$ cat config.mk
export PLATFORM = sky130hd
export DESIGN_NAME = fpu_mul_arbiter
export DESIGN_NICKNAME = d
export VERILOG_FILES = /design/src/rtl/fpu_mul_arbiter_pkg.sv /design/src/rtl/fpu_mul_arbiter_mul.sv /design/src/rtl/fpu_mul_arbiter_rr_arb2.sv /design/src/rtl/fpu_mul_arbiter.sv
export SDC_FILE = /design/constraint.sdc
export NUM_CORES = 2
export LEC_CHECK = 0
export BUFFER_PORTS_ARGS = -buffer_cell sky130_fd_sc_hd__buf_2
export CAP_MARGIN = 0
export CELL_PAD_IN_SITES_DETAIL_PLACEMENT = 2
export CELL_PAD_IN_SITES_GLOBAL_PLACEMENT = 2
export CORE_UTILIZATION = 30
export DETAILED_ROUTE_END_ITERATION = 8
export PLACE_DENSITY_LB_ADDON = 0.12
export SLEW_MARGIN = 20
export SYNTH_ARGS = -nofsm -noshare
export SYNTH_HDL_FRONTEND = slang
export SYNTH_SLANG_ARGS = --single-unit
$ cat constraint.sdc
create_clock -name clk -period 11.5 [get_ports clk]
set_clock_uncertainty 0.05 [all_clocks]
set_input_delay 1.15 -clock clk [delete_from_list [all_inputs] [get_ports clk]]
set_output_delay 1.15 -clock clk [all_outputs]
set_load 0.01 [all_outputs]
$ cat src/rtl/fpu_mul_arbiter_pkg.sv
// Shared types and constants for the two-requester multiplier arbiter.
// State encodings are fixed so waveform viewers and benches agree on them.
package fpu_mul_arbiter_pkg;

   localparam int FP_W = 32;

   typedef enum logic [1:0] {
      IDLE = 2'd0,
      CALC = 2'd1,
      HOLD = 2'd2
   } state_t;

   localparam logic [FP_W-1:0] ONE    = 32'h3F80_0000;
   localparam logic [FP_W-1:0] ONE_P5 = 32'h3FC0_0000;

endpackage

$ cat src/rtl/fpu_mul_arbiter_mul.sv
// Combinational single-precision multiplier, round-to-nearest-even.
// Subnormal inputs are treated as zero; results that leave the normal range saturate to inf or flush to zero.
module Mul
   import fpu_mul_arbiter_pkg::*;
(
   output logic [FP_W-1:0] result,
   output logic            overflow,
   output logic            underflow,
   input  logic [FP_W-1:0] a,
   input  logic [FP_W-1:0] b
);

   logic              sign;
   logic [7:0]        ea, eb;
   logic [47:0]       prod, norm;
   logic              guard, sticky, round_up;
   logic [24:0]       rounded;
   logic signed [9:0] exp_sum;
   logic [22:0]       frac;
   logic              a_zero, b_zero, a_inf, b_inf, a_nan, b_nan;

   always_comb begin
      sign   = a[31] ^ b[31];
      ea     = a[30:23];
      eb     = b[30:23];
      a_zero = (ea == 8'h00);
      b_zero = (eb == 8'h00);
      a_inf  = (ea == 8'hFF) && (a[22:0] == 23'd0);
      b_inf  = (eb == 8'hFF) && (b[22:0] == 23'd0);
      a_nan  = (ea == 8'hFF) && (a[22:0] != 23'd0);
      b_nan  = (eb == 8'hFF) && (b[22:0] != 23'd0);

      prod     = {24'd0, 1'b1, a[22:0]} * {24'd0, 1'b1, b[22:0]};
      norm     = prod[47] ? prod : {prod[46:0], 1'b0};
      guard    = norm[23];
      sticky   = |norm[22:0];
      round_up = guard & (sticky | norm[24]);
      rounded  = {1'b0, norm[47:24]} + {24'd0, round_up};
      // Mantissa rounding can carry into the exponent, so range checks follow rounding
      exp_sum  = $signed({2'b00, ea}) + $signed({2'b00, eb}) - 10'sd127
               + $signed({9'd0, prod[47]}) + $signed({9'd0, rounded[24]});
      frac     = rounded[24] ? rounded[23:1] : rounded[22:0];

      result    = {sign, exp_sum[7:0], frac};
      overflow  = 1'b0;
      underflow = 1'b0;
      if (a_nan || b_nan || (a_inf && b_zero) || (b_inf && a_zero))
         result = 32'h7FC0_0000;
      else if (a_inf || b_inf)
         result = {sign, 8'hFF, 23'd0};
      else if (a_zero || b_zero)
         result = {sign, 31'd0};
      else if (exp_sum >= 10'sd255) begin
         result   = {sign, 8'hFF, 23'd0};
         overflow = 1'b1;
      end
      else if (exp_sum <= 10'sd0) begin
         result    = {sign, 31'd0};
         underflow = 1'b1;
      end
   end

endmodule

$ cat src/rtl/fpu_mul_arbiter_rr_arb2.sv
// Two-way round-robin arbiter with a one-hot combinational grant.
// The pointer remembers who won last so a tie always goes to the other side.
module rr_arb2 #(
   parameter bit PRIO_RESET = 1'b0
) (
   input  logic       clk,
   input  logic       rst,
   input  logic       valid0,
   input  logic       valid1,
   input  logic       enable,
   input  logic       update,
   output logic [1:0] grant
);

   logic last_grant;

   always_comb begin
      grant = 2'b00;
      if (enable) begin
         if (valid0 && valid1)
            grant = last_grant ? 2'b01 : 2'b10;
         else if (valid0)
            grant = 2'b01;
         else if (valid1)
            grant = 2'b10;
      end
   end

   // Reset points at the other requester so PRIO_RESET wins the first tie
   always_ff @(posedge clk or posedge rst) begin
      if (rst)
         last_grant <= ~PRIO_RESET;
      else if (update)
         last_grant <= grant[1];
   end

endmodule

$ cat src/rtl/fpu_mul_arbiter.sv
// Shares one multiplier between two requesters: round-robin accept, registered
// operands, registered result held on a valid/ready port until taken.
module fpu_mul_arbiter
   import fpu_mul_arbiter_pkg::*;
#(
   parameter bit PRIO_RESET = 1'b0
) (
   input  logic            clk,
   input  logic            rst,
   input  logic            req0_valid,
   output logic            req0_ready,
   input  logic [FP_W-1:0] req0_a,
   input  logic [FP_W-1:0] req0_b,
   input  logic            req1_valid,
   output logic            req1_ready,
   input  logic [FP_W-1:0] req1_a,
   input  logic [FP_W-1:0] req1_b,
   output logic            out_valid,
   input  logic            out_ready,
   output logic [FP_W-1:0] out_result,
   output logic            out_overflow,
   output logic            out_underflow,
   output logic            out_id
);

   state_t          state;
   logic [FP_W-1:0] op_a, op_b;
   logic            op_id;
   logic [1:0]      grant;
   logic            accept;
   logic [FP_W-1:0] mul_result;
   logic            mul_overflow, mul_underflow;

   rr_arb2 #(.PRIO_RESET(PRIO_RESET)) u_arb (
      .clk    (clk),
      .rst    (rst),
      .valid0 (req0_valid),
      .valid1 (req1_valid),
      .enable (state == IDLE),
      .update (accept),
      .grant  (grant)
   );

   assign accept     = |grant;
   assign req0_ready = grant[0] & ~rst;
   assign req1_ready = grant[1] & ~rst;

   Mul u_mul (
      .result    (mul_result),
      .overflow  (mul_overflow),
      .underflow (mul_underflow),
      .a         (op_a),
      .b         (op_b)
   );

   // Reset discards any in-flight operation; HOLD blocks new accepts until retired
   always_ff @(posedge clk or posedge rst) begin
      if (rst) begin
         state         <= IDLE;
         op_a          <= '0;
         op_b          <= '0;
         op_id         <= 1'b0;
         out_valid     <= 1'b0;
         out_result    <= '0;
         out_overflow  <= 1'b0;
         out_underflow <= 1'b0;
         out_id        <= 1'b0;
      end
      else begin
         case (state)
            IDLE: begin
               if (accept) begin
                  op_a  <= grant[1] ? req1_a : req0_a;
                  op_b  <= grant[1] ? req1_b : req0_b;
                  op_id <= grant[1];
                  state <= CALC;
               end
            end
            CALC: begin
               out_result    <= mul_result;
               out_overflow  <= mul_overflow;
               out_underflow <= mul_underflow;
               out_id        <= op_id;
               out_valid     <= 1'b1;
               state         <= HOLD;
            end
            HOLD: begin
               if (out_ready) begin
                  out_valid <= 1'b0;
                  state     <= IDLE;
               end
            end
            default: state <= IDLE;
         endcase
      end
   end

endmodule

==> out/results.txt <==
Status = finished, final reports clean
CTS tree = yes
Fin area = 29800 um2
Core area = 87400 um2
Gpl congestion = 0.857
Largest area contributor in the netlist = fa_1
Routed wire per std cell = 24.0 um
Synthesized area per cell = 8.63 um2
Mapped Cells = 3089
H-tree depth = 3
Yosys warnings = 0
Area growth syn-to-layout = 11.7%
Total grt overflow = 0
Pin count of the biggest net entering global routing = 79
Crit path max fanout = 12
Share of the synthesized area in the top cell type = 36.3%
Synth top area cells = fa_1 36%, dfrtp_1 9.7%, ha_1 8.8%, inv_1 8.5%, and2_1 5.8%
Hold Crit Start = u_arb.last_grant
Post-synth EDFFs = 0
First-pass GRT wire length = 166000 um
Num CTS Buffers = 9
Setup crit end kind = register
Hpwl dp = 90600 um
Fraction of registers with async set/reset = 100%
Final hold viol count = 0
Clock root buffer = clkbuf_16
Die W = 300 um
Final net count = 4044
I/O pin count = 171
DRT Wirelength = 106000 um
Die H = 300 um
Min Tclk post-route = 10.98 ns
Vias per inst = 5.05
Critical Path Start = op_a[5]
Initial detailed-routing violation count = 952
Final setup viols = 0
Setup TNS = 0 ns
CTS sink cnt = 104
FILL cells = 9834
Area of the multi-input gates = 21200 um2
Clock buffer depth = 2
Crit Path Category = register to register
Vias in the first global route = 26600
Slowest CP cell = fa_1
# rows = 108
Worst reg2reg startpoint = op_a[5]
Peak per-stage delay on the critical path = 0.56 ns
Layout cells sized above 1 = 13.0%
Antenna Nets Post-Route = 0
Placed standard-cell area = 29300 um2
#FFs+latches synth = 104
Diodes inserted = 0
Via count = 22200
WP data required = 11.79 ns
Worst-Margin Slew = 1.03 ns
CTS clock-pin slew for the worst setup and hold paths = 0.09 ns
Fmax = 91.1 MHz
Remaining DRCs = 0
Distinct cells, synth = 103
Post-synthesis sequential area ratio = 9.77%
Final core utilization = 34.1%
Initial antenna violation count = 1
Final slew viol count = 0
Hold slack = 0.430 ns
Initial Utilization = 30.5%
Part of the cycle the worst path needs = 95.5%
WP data arrival = 11.27 ns
Skew-Pair Late Insertion Delay = 0.41 ns
Storage cell area = 2640 um2
Post-synth net total = 3893
Port bufs = 170
Total global-route track usage = 24.4%
Drt pass-1 iters = 5
Synth Flop Type = dfrtp_1
Max-cap violations = 0
Post-synthesis instance area = 26700 um2
Type of the tightest min-delay check = register to register
Rel. slew slack = 30.6%
Startpoint types = register
DIE AREA = 90100 um2
## path summary, 6_finish.rpt
path                                          to  cells past startpoint  slack, ns
worst max-delay path              out_result[10]                     42       0.52
worst min-delay path            u_arb.last_grant                      2       0.43
worst max register to register    out_result[10]                     42       0.52
worst min register to register  u_arb.last_grant                      2       0.43
max in group asynchronous               op_a[11]                      3       9.12
min in group asynchronous         out_result[29]                      2       0.82
## per-layer routing
metal	vias to the layer above	routed length [um]	global-route usage (%)
met5	-	0	0
met4	0	1950	5.34
met1	11900	46800	31.5
met2	305	54800	44.5
li1	9968	-	-
met3	71	2130	1.54
## Yosys cell counts (all sizes together), types with 7 or more instances
cell and instances:
fa 484, nand2b 9, a21oi 142, ha 187, a31oi 12, a21o 19, xor2 22, xnor2 33
and4 11, dfrtp 103, nand3 34, nor4 25, o31ai 9, or4 9, inv 607, o21ai 58
or3 16, and2 251, a211oi 18, o22a 8, clkbuf 125, buf 38, or2 12, a21boi 11
mux2i 76, nor2 171, nor3b 7, nand2 384, o211ai 18, nor3 32, nand4 39, o21a 11
## state kept, by name, indices dropped and copies added, names as in the netlist
| signal | count |
|---|---|
| out_result | 32 |
| op_id | 1 |
| out_id | 1 |
| state | 2 |
| u_arb.last_grant | 1 |
| out_overflow | 1 |
| op_a | 32 |
| out_valid | 1 |
| out_underflow | 1 |
| op_b | 32 |
## cells in the final DEF (no fill, tap or decap), types with 33 or more instances in the layout
cell type / n
dfrtp_1: 74
buf_4: 128
xnor2_1: 33
nand4_1: 37
fa_1: 484
buf_2: 170
nor2_1: 170
nand2_1: 383
o21ai_0: 43
a21oi_1: 134
mux2i_1: 76
and2_1: 249
inv_1: 602
ha_1: 186
## what timing repair did
item	in CTS	in global routing
pin swaps	0	2
buffers inserted	0	6
hold buffers	0	0
gates resized for setup	2	51
setup endpoints to repair	6	29
## kinds of logic (layout without fill, tap and decap cells)
group                    Yosys count  after routing  synth area share [%]
AND/OR/NAND/NOR                 1026           1026                  19.4
buffers and inverters            773            929                  11.1
adder cells (fa/ha/maj)          671            671                  45.1
AO/OA/AOI/OAI                    381            381                  9.72
flip-flops                       104            104                  9.77
multiplexers                      79             79                  2.98
XOR/XNOR                          55             55                  1.88
## critical path: cells and delay by family, from the launching register on
family                     cells  cell delay (ns)
buffers and inverters         11             1.11
DFF                            1             0.51
adders and majority gates     11             4.80
and+or+nand+nor               14             3.28
AOI/OAI and AO/OA              6             1.14
## area by class of cell
class	count	area share [%]
clock buffer	11	0.849
clock inverter	5	0.160
inverter	610	7.76
multi-input combinational	2212	71.1
sequential	104	8.88
tap	1155	4.85
timing repair buffer	303	6.36
## stage by stage
step / std cells / setup slack [ns]
final: 4400 / 0.523
after floorplan: 3089 / 0.580
after global routing: 4400 / -0.00414
after global placement: 4378 / 0.380
after CTS: 4394 / 0.00178
after detailed placement: 4378 / 0.0739
Power is not shown: default switching activity piles up to over one toggle a cycle in this logic, so the estimate is an artifact.
